--- src/rtl/vip_bit_erosion_3x3.sv ---
// Binary 3x3 erosion of the 1-bit Sobel edge stream. The window is built from
// two line buffers, and the framing signals pass through a fixed 3-clk delay.
module vip_bit_erosion_3x3 #(
  parameter logic [9:0] IMG_HDISP = 10'd640,
  parameter logic [9:0] IMG_VDISP = 10'd480
) (
  input  logic clk,
  input  logic rst,
  input  logic per_frame_vsync,
  input  logic per_frame_href,
  input  logic per_frame_clken,
  input  logic per_img_Bit,
  output logic post_frame_vsync,
  output logic post_frame_href,
  output logic post_frame_clken,
  output logic post_img_Bit
);

  logic       acc;
  logic       lb_shift;
  logic [9:0] x;
  logic [9:0] y;
  logic       synced;
  logic       vsync_prev;
  logic       href_prev;

  logic [2:0] vsync_d;
  logic [2:0] href_d;
  logic [2:0] clken_d;

  logic [IMG_HDISP-1:0] lb0;
  logic [IMG_HDISP-1:0] lb1;
  logic                 lb0_out;
  logic                 lb1_out;

  // Bit 0 of each window row is the newest column (x), bit 2 the oldest (x-2).
  logic [2:0] win_r0;
  logic [2:0] win_r1;
  logic [2:0] win_r2;

  logic valid_s1;
  logic res_s2;

  assign acc      = per_frame_clken & per_frame_href;
  assign lb_shift = acc & (x < IMG_HDISP);
  assign lb0_out  = lb0[IMG_HDISP-1];
  assign lb1_out  = lb1[IMG_HDISP-1];

  assign post_frame_vsync = vsync_d[2];
  assign post_frame_href  = href_d[2];
  assign post_frame_clken = clken_d[2];

  always_ff @(posedge clk or posedge rst) begin
    if (rst) begin
      vsync_d <= '0;
      href_d  <= '0;
      clken_d <= '0;
    end else begin
      vsync_d <= {vsync_d[1:0], per_frame_vsync};
      href_d  <= {href_d[1:0], per_frame_href};
      clken_d <= {clken_d[1:0], per_frame_clken};
    end
  end

  // vsync_prev resets high so a frame already running at reset release is
  // not mistaken for a new frame start.
  always_ff @(posedge clk or posedge rst) begin
    if (rst) begin
      vsync_prev <= 1'b1;
      href_prev  <= 1'b0;
      synced     <= 1'b0;
    end else begin
      vsync_prev <= per_frame_vsync;
      href_prev  <= per_frame_href;
      if (per_frame_vsync && !vsync_prev)
        synced <= 1'b1;
    end
  end

  always_ff @(posedge clk or posedge rst) begin
    if (rst) begin
      x <= '0;
    end else if (!per_frame_href) begin
      x <= '0;
    end else if (acc && (x < IMG_HDISP)) begin
      x <= x + 10'd1;
    end
  end

  always_ff @(posedge clk or posedge rst) begin
    if (rst) begin
      y <= '0;
    end else if (!per_frame_vsync) begin
      y <= '0;
    end else if (href_prev && !per_frame_href && (y < IMG_VDISP)) begin
      y <= y + 10'd1;
    end
  end

  // Line buffer contents are masked by y < 2 after reset, so they carry no reset.
  always_ff @(posedge clk) begin
    if (lb_shift) begin
      lb0 <= {lb0[IMG_HDISP-2:0], per_img_Bit};
      lb1 <= {lb1[IMG_HDISP-2:0], lb0_out};
    end
  end

  always_ff @(posedge clk or posedge rst) begin
    if (rst) begin
      win_r0   <= '0;
      win_r1   <= '0;
      win_r2   <= '0;
      valid_s1 <= 1'b0;
    end else begin
      if (acc) begin
        win_r0 <= {win_r0[1:0], lb1_out};
        win_r1 <= {win_r1[1:0], lb0_out};
        win_r2 <= {win_r2[1:0], per_img_Bit};
      end
      valid_s1 <= acc & synced & (x >= 10'd2) & (y >= 10'd2) &
                  (x < IMG_HDISP) & (y < IMG_VDISP);
    end
  end

  always_ff @(posedge clk or posedge rst) begin
    if (rst) begin
      res_s2       <= 1'b0;
      post_img_Bit <= 1'b0;
    end else begin
      res_s2       <= valid_s1 & (&{win_r0, win_r1, win_r2});
      post_img_Bit <= res_s2 & clken_d[1];
    end
  end

endmodule

--- config.mk ---
export PLATFORM = sky130hd
export DESIGN_NAME = vip_bit_erosion_3x3
export DESIGN_NICKNAME = d
export VERILOG_FILES = /design/src/rtl/vip_bit_erosion_3x3.sv
export SDC_FILE = /design/constraint.sdc
export NUM_CORES = 1
export LEC_CHECK = 0
export CAP_MARGIN = 20
export CELL_PAD_IN_SITES_DETAIL_PLACEMENT = 2
export CELL_PAD_IN_SITES_GLOBAL_PLACEMENT = 2
export CORE_MARGIN = 1
export CORE_UTILIZATION = 47
export CTS_BUF_LIST = sky130_fd_sc_hd__clkbuf_16
export DETAILED_ROUTE_END_ITERATION = 6
export PLACE_DENSITY = 0.82
export SYNTH_ARGS = -nofsm -noshare
export SYNTH_HDL_FRONTEND = slang
export SYNTH_SLANG_ARGS = --single-unit
--- constraint.sdc ---
create_clock -name clk -period 15.7 [get_ports clk]
set_input_delay 4.71 -clock clk [delete_from_list [all_inputs] [get_ports clk]]
set_output_delay 4.71 -clock clk [all_outputs]
set_load 0.05 [all_outputs]
==> results of run 1 <==
## per-stage QoR
stage | setup WS (ns) | area [um2] | instances | hold WS [ns]
2_1_floorplan | 1.39 | 40300 | 1429 | 0.331
3_3_place_gp | 7.15 | 41900 | 2588 | 0.332
## kinds of logic after synthesis
kind of cell,count (synthesis),share of synthesized area (%)
compound gates,9,0.224
xor+xnor,12,0.261
fa+ha+maj,4,0.124
buf+inv,7,0.0683
flops,1323,98.1
mux,12,0.326
simple gates,62,0.925
==> results.toml, run 1 <==
[synthesis]
synthesis.nets = 1439
synth_area_per_cell_um2 = 28.2
synth-async-reset-ratio_pct = 3.25
synth_warnings = 0
synth.top_cell.area_share_pct = 95.4
ys_ff_latch = 1323
synth_edf_count = 1280
ys.flop_type = "edfxtp_1"
synth_cell_types = 35
yosysSeqAreaShare_pct = 98.1
yosys.cell_count.top_type = "edfxtp_1"
yosys-top-cells-count = "edfxtp_1, dfrtp_1, and2_1, xnor2_1, nand2_1"
synth_top_cell_by_area = "edfxtp_1"
syn_inst = 1429
synth_area_leaders = "edfxtp_1, dfrtp_1, xnor2_1"
syn_area_um2 = 40300

[floorplanning]
fp-row-count = 107
dieHeight_um = 295
io_pins = 10
start_util_pct = 47.4
fp.dieW_um = 295

[outcome]
lastStage = "3_5_place_dp"
status = "did not finish"
error_line = "[ERROR DPL-0033] detailed placement checks failed during check placement."

[place]
place_hpwl_um = 63100
port_buffers = 9
routabilityCongestion = 0.683
==> run 2: changes to the inputs <==
- CELL_PAD_IN_SITES_DETAIL_PLACEMENT: 2 -> default
- CELL_PAD_IN_SITES_GLOBAL_PLACEMENT: 2 -> default
- CORE_UTILIZATION: 47 -> 40
- CTS_BUF_LIST: sky130_fd_sc_hd__clkbuf_16 -> default
- PLACE_DENSITY: 0.82 -> default
- PLACE_DENSITY_LB_ADDON: default -> 0.15
- clock period: 15.7 -> 20.4 ns (I/O delays scaled with it)
==> run 2 against run 1 <==
The flow now finishes without violations. Area after synthesis unchanged. Synthesized cell count unchanged.
==> results.toml, run 2 <==
[outcome]
status = "completed"

[worst_setup_path]
critPathMaxFanout = 89
start_kind = "input port"
path_cells = "clkdlybuf4s50_1, nand2_1, nor2b_4, buf_4, buf_4, buf_4"
critical_path_class = "input port to flip-flop"
worst_path_most_repeated_cell = "buf_4"
critical-path-top-delay-family = "buffers and inverters"
cp.arrival_ns = 10.48
cp_data_required_time_ns = 20.71
critPathBufInv = 4
crit_path_max_incr_delay_ns = 0.93
cp_slowest_cell = "buf_4"
crit_path_end_kind = "flip-flop"

[finish]
n_antenna_cell = 0
layout.nets = 1595
reg_top3 = "lb0: 640 flops, lb1: 640 flops"
area_delta_synth_final_pct = 14.8
fillers = 8021
multiInputGateArea_um2 = 757
drive_gt1_share_pct = 12.3
register_area_um2 = 39500
layout_common_cells = "edfxtp_1, clkbuf_16, dfrtp_1"
final_common_cell = "edfxtp_1"

[timing]
slew_violations = 0
hold_viol_final = 0
post-route-min-period_ns = 10.17
rsz0062_at_grt = "no"
tightest_slew_ns = 1.13
max_freq_mhz = 98.4
fin_crit_sh_pct = 49.8
setup-tns-final_ns = 0
setup_violations = 0
holdWs_ns = 0.347
relSlewSlack_pct = 24.9
clock_skew_ns = 0.0188

[pwr]
peakVddDrop_v = 0.0000558
p_int_mw = 4.29
sw_frac_of_total_pct = 19.2
switching_power_mw = 1.02
p_per_area_nw_per_um2 = 115
total_power_mw = 5.31
leakagePower_nw = 11.0
pwr-share-seq_pct = 56.2
pwr-share-clk_pct = 42.7
p_comb_share_pct = 1.1

[floorplanning]
fp-row-count = 116
start_util_pct = 40.3
die_area_um2 = 102000
core_area_um2 = 100000
io_pins = 10
dieHeight_um = 319
fp.dieW_um = 319

[synthesis]
synth_area_leaders = "edfxtp_1, dfrtp_1, xnor2_1"
ys.flop_type = "edfxtp_1"
synth.top_cell.area_share_pct = 95.4
yosysSeqAreaShare_pct = 98.1
synth-async-reset-ratio_pct = 3.25
syn_area_um2 = 40300
ys_ff_latch = 1323
synth_cell_types = 35
synthesis.nets = 1439
synth_warnings = 0
yosys-top-cells-count = "edfxtp_1, dfrtp_1, and2_1, xnor2_1, nand2_1"
synth_edf_count = 1280
synth_top_cell_by_area = "edfxtp_1"
yosys.cell_count.top_type = "edfxtp_1"
syn_inst = 1429
synth_area_per_cell_um2 = 28.2

[clock_tree]
clock_path_buffers = 3
cts_tree = "yes"
cts_max_level = 4
post_cts_resized = 0
cts_post_setup_buffers_inserted = 0
clkLatencyLatePin_ns = 0.70
cts_sinks = 1323
ctsHoldBuffers = 0
cts_root_buf = "clkbuf_16"
numCtsBuffers = 132
clkTransAtPathRegs_ns = 0.06

[drt]
antenna_left = 0
wire_per_inst_um = 15.7
viasPerCell = 4.47
drc_errors = 0
drt_iter0_markers = 1257
dr.pass1.iters = 4
num_vias = 13325
drt_wl_total_um = 46700

[global_route]
grt_pass1_wl_um = 77300
grt_usage_pct = 9.57
grt_overflow = 0
grt_max_degree = 205
antenna_found_initial = 0
grt_pass1_vias = 13380

[place]
place_hpwl_um = 17700
port_buffers = 9
routabilityCongestion = 0.688

[flow_run]
maxCapViolCount = 0

[min_path]
holdCritPathClass = "flip-flop to flip-flop"
## run 2: power groups by stage
stage	clock network, mW	registers (mW)	logic, mW
2_1_floorplan	0	3.08	0.0421
6_report	2.27	2.98	0.0609
3_5_place_dp	0	3.04	0.0624
4_1_cts	2.36	2.98	0.0616
5_1_grt	2.47	2.98	0.0680
3_3_place_gp	0	3.04	0.0588
## run 2: layout make-up
cell class,instances,area share [%]
clock buffers,166,7.53
clock inverters,67,1.23
inverters,4,0.0325
multi-input cells,99,1.64
flip-flops and latches,1323,85.5
well taps,1298,3.51
repair buffers,25,0.595
## run 2: worst paths after layout
kind / endpoint / cells after the start / start / slack, ns
min in group asynchronous: valid_s1 / 2 / rst / 5.67
setup reg to reg: lb0[536] / 5 / x[7] / 16.05
hold / removal: vsync_d[1] / 0 / vsync_d[0] / 0.35
max in group asynchronous: y[8] / 3 / rst / 14.00
setup / recovery: lb0[536] / 6 / per_frame_href / 10.23
hold reg to reg: vsync_d[1] / 0 / vsync_d[0] / 0.35
## run 2: cells by family after synthesis
kind of cell / after synthesis / share of synthesized area, %
DFF: 1323 / 98.1
and+or+nand+nor: 62 / 0.925
xor gates and xnor gates: 12 / 0.261
muxes: 12 / 0.326
AOI/OAI and AO/OA: 9 / 0.224
buffers and inverters: 7 / 0.0683
adders and majority gates: 4 / 0.124
## run 2: per-stage QoR
step / setup slack, ns / std cells / area (um2) / util [%]
2_1_floorplan: 4.68 / 1429 / 40300 / -
3_3_place_gp: 9.61 / 2747 / 42100 / 42.1
3_5_place_dp: 9.33 / 2747 / 42100 / 42.1
4_1_cts: 10.19 / 2980 / 46200 / 46.2
5_1_grt: 9.78 / 2982 / 46200 / 46.2
6_report: 10.23 / 2982 / 46200 / 46.2
## run 2: worst reg2reg max path, delay by kind of cell, from the launching register on
kind	cells	cell delay [ns]
compound gates	1	0.30
buf+inv	3	2.73
flops	1	0.43
simple gates	1	0.47
## run 2: routing by layer
layer  routed length [um]  global-route usage (%)
met1                25200                    15.8
met3                 2080                    2.78
met5                    0                       0
met4                 1480                    4.98
met2                18000                    11.0
(Power assumes the default switching activity.)
==> run 3: changes to the inputs <==
- clock period: 20.4 -> 8.5 ns (I/O delays scaled with it)
==> run 3 against run 2 <==
Via count is 0.27% lower. Design area about the same. First-iteration DRC count up 2.3%. Die area unchanged. Final cell count hardly changed. Count of clock-buffer cells in the layout is 7 higher. Flip-flop and latch count is the same. Utilization about the same. Non-clock buffer count down 2. Critical path depth down 1. Sequential share of layout area about the same. Largest power group unchanged.
==> results.toml, run 3 (synthesis gave the netlist of run 2 again) <==
[outcome]
status = "completed"

[pwr]
p_int_mw = 10.3
pwr-share-seq_pct = 56.4
pwr-share-clk_pct = 42.4
switching_power_mw = 2.40
p_per_area_nw_per_um2 = 274
p_comb_share_pct = 1.2
peakVddDrop_v = 0.000146
leakagePower_nw = 11.0
sw_frac_of_total_pct = 18.9
total_power_mw = 12.7

[worst_setup_path]
worst_path_most_repeated_cell = "buf_12"
rrSetupSlack_ns = 5.56
crit_path_max_incr_delay_ns = 0.80
cp_slowest_cell = "buf_12"
cp_data_required_time_ns = 8.80
critical_path_class = "input port to flip-flop"
critPathMaxFanout = 219
r2r-start = "x[7]"
cp.arrival_ns = 5.46
start_kind = "input port"
regToRegEndpoint = "lb0[171]"
reg2reg_depth = 4
path_cells = "clkdlybuf4s50_1, nand2_1, nor2b_4, buf_12, buf_12"
crit_path_end_kind = "flip-flop"

[global_route]
grt_usage_pct = 9.61
grt_pass1_wl_um = 77700
grt_max_degree = 220
grt_pass1_vias = 13462
antenna_found_initial = 0
grt_overflow = 0

[drt]
drt_iter0_markers = 1286
drt_wl_total_um = 47100
antenna_left = 0
drc_errors = 0
viasPerCell = 4.46
dr.pass1.iters = 4
num_vias = 13289
wire_per_inst_um = 15.8

[timing]
finalWorstSetupSlack_ns = 3.34
relSlewSlack_pct = 24.0
post-route-min-period_ns = 5.16
fin_crit_sh_pct = 60.7
slew_violations = 0
max_freq_mhz = 194
clock_skew_ns = 0.0145
rsz0062_at_grt = "no"
hold_viol_final = 0
setup_violations = 0
setup-tns-final_ns = 0
tightest_slew_ns = 1.14
holdWs_ns = 0.347

[floorplanning]
io_pins = 10
fp-row-count = 116
fp.dieW_um = 319
start_util_pct = 40.3
die_area_um2 = 102000
core_area_um2 = 100000
dieHeight_um = 319

[place]
placed_cells = 2747
place_hpwl_um = 17600
place_ws_ns = 2.66
routabilityCongestion = 0.681
dpl_cell_area_um2 = 42200
port_buffers = 9

[finish]
final_common_cell = "edfxtp_1"
fin_cells = 2980
post-route-cell-area_um2 = 46200
drive_gt1_share_pct = 11.9
layout.nets = 1596
register_area_um2 = 39500
reg_top3 = "lb0: 640 flops, lb1: 640 flops"
multiInputGateArea_um2 = 757
n_antenna_cell = 0
layout_common_cells = "edfxtp_1, clkbuf_16, dfrtp_1"
area_delta_synth_final_pct = 14.7
final_core_util_pct = 46.2
fillers = 8042

[min_path]
hold_depth = 0
min_to = "vsync_d[2]"
hold_start = "vsync_d[1]"
holdCritPathClass = "flip-flop to flip-flop"

[clock_tree]
numCtsBuffers = 135
ctsHoldBuffers = 0
cts_sinks = 1323
clkLatencyLatePin_ns = 0.70
post_cts_resized = 0
cts_root_buf = "clkbuf_16"
clkTransAtPathRegs_ns = 0.06
cts_post_setup_buffers_inserted = 0
cts_tree = "yes"
cts_max_level = 4
clock_path_buffers = 3

[flow_run]
maxCapViolCount = 0
[run 3: changes by cell type in the layout (fill, tap and decap cells not counted), moves of 2 or more]
cell       change
buf_16         -2
clkbuf_8       +4
clkinv_8       -3
clkinv_1       +9
bufinv_16      -5
clkbuf_16      +7
buf_12         +5
buf_4          -5
inv_6          -5
clkbuf_1       -4
[run 3: final cells by class]
type                    count  area share (%)
multi-input cells          99            1.64
inverters                   4          0.0325
well taps                1298            3.51
repair buffers             23           0.612
clock buffers             173            8.00
clock inverters            60           0.693
flip-flops and latches   1323            85.5
[run 3: worst max path at each step]
stage | to | from | slack (ns) | depth (start not counted)
after floorplan | x[3] | per_frame_clken | 0.003 | 5
after global routing | lb0[468] | per_frame_href | 3.16 | 5
after detailed placement | lb1[495] | per_frame_href | 2.66 | 5
after CTS | lb1[493] | per_frame_href | 3.43 | 5
final | lb0[171] | per_frame_href | 3.34 | 5
after global placement | lb0[474] | per_frame_href | 2.75 | 5
[run 3: per-layer routing]
metal  track usage, %  vias up  share of wire [%]
li1                 -     6099                  -
met1             15.9     6911                 55
met2             11.0      158                 38
met3             3.09      121                4.3
met4             4.59        0                3.0
met5                0        -                  0
[run 3: power groups by stage]
stage | clock network [mW] | logic [mW] | registers (mW)
final | 5.38 | 0.148 | 7.15
after floorplan | 0 | 0.101 | 7.34
after CTS | 5.62 | 0.153 | 7.15
after global routing | 5.85 | 0.165 | 7.15
after detailed placement | 0 | 0.154 | 7.29
after global placement | 0 | 0.146 | 7.29
[run 3: worst max-delay path, delay by kind of cell]
kind          cells  cell delay [ns]
buf+inv           3             1.87
simple gates      2             0.80
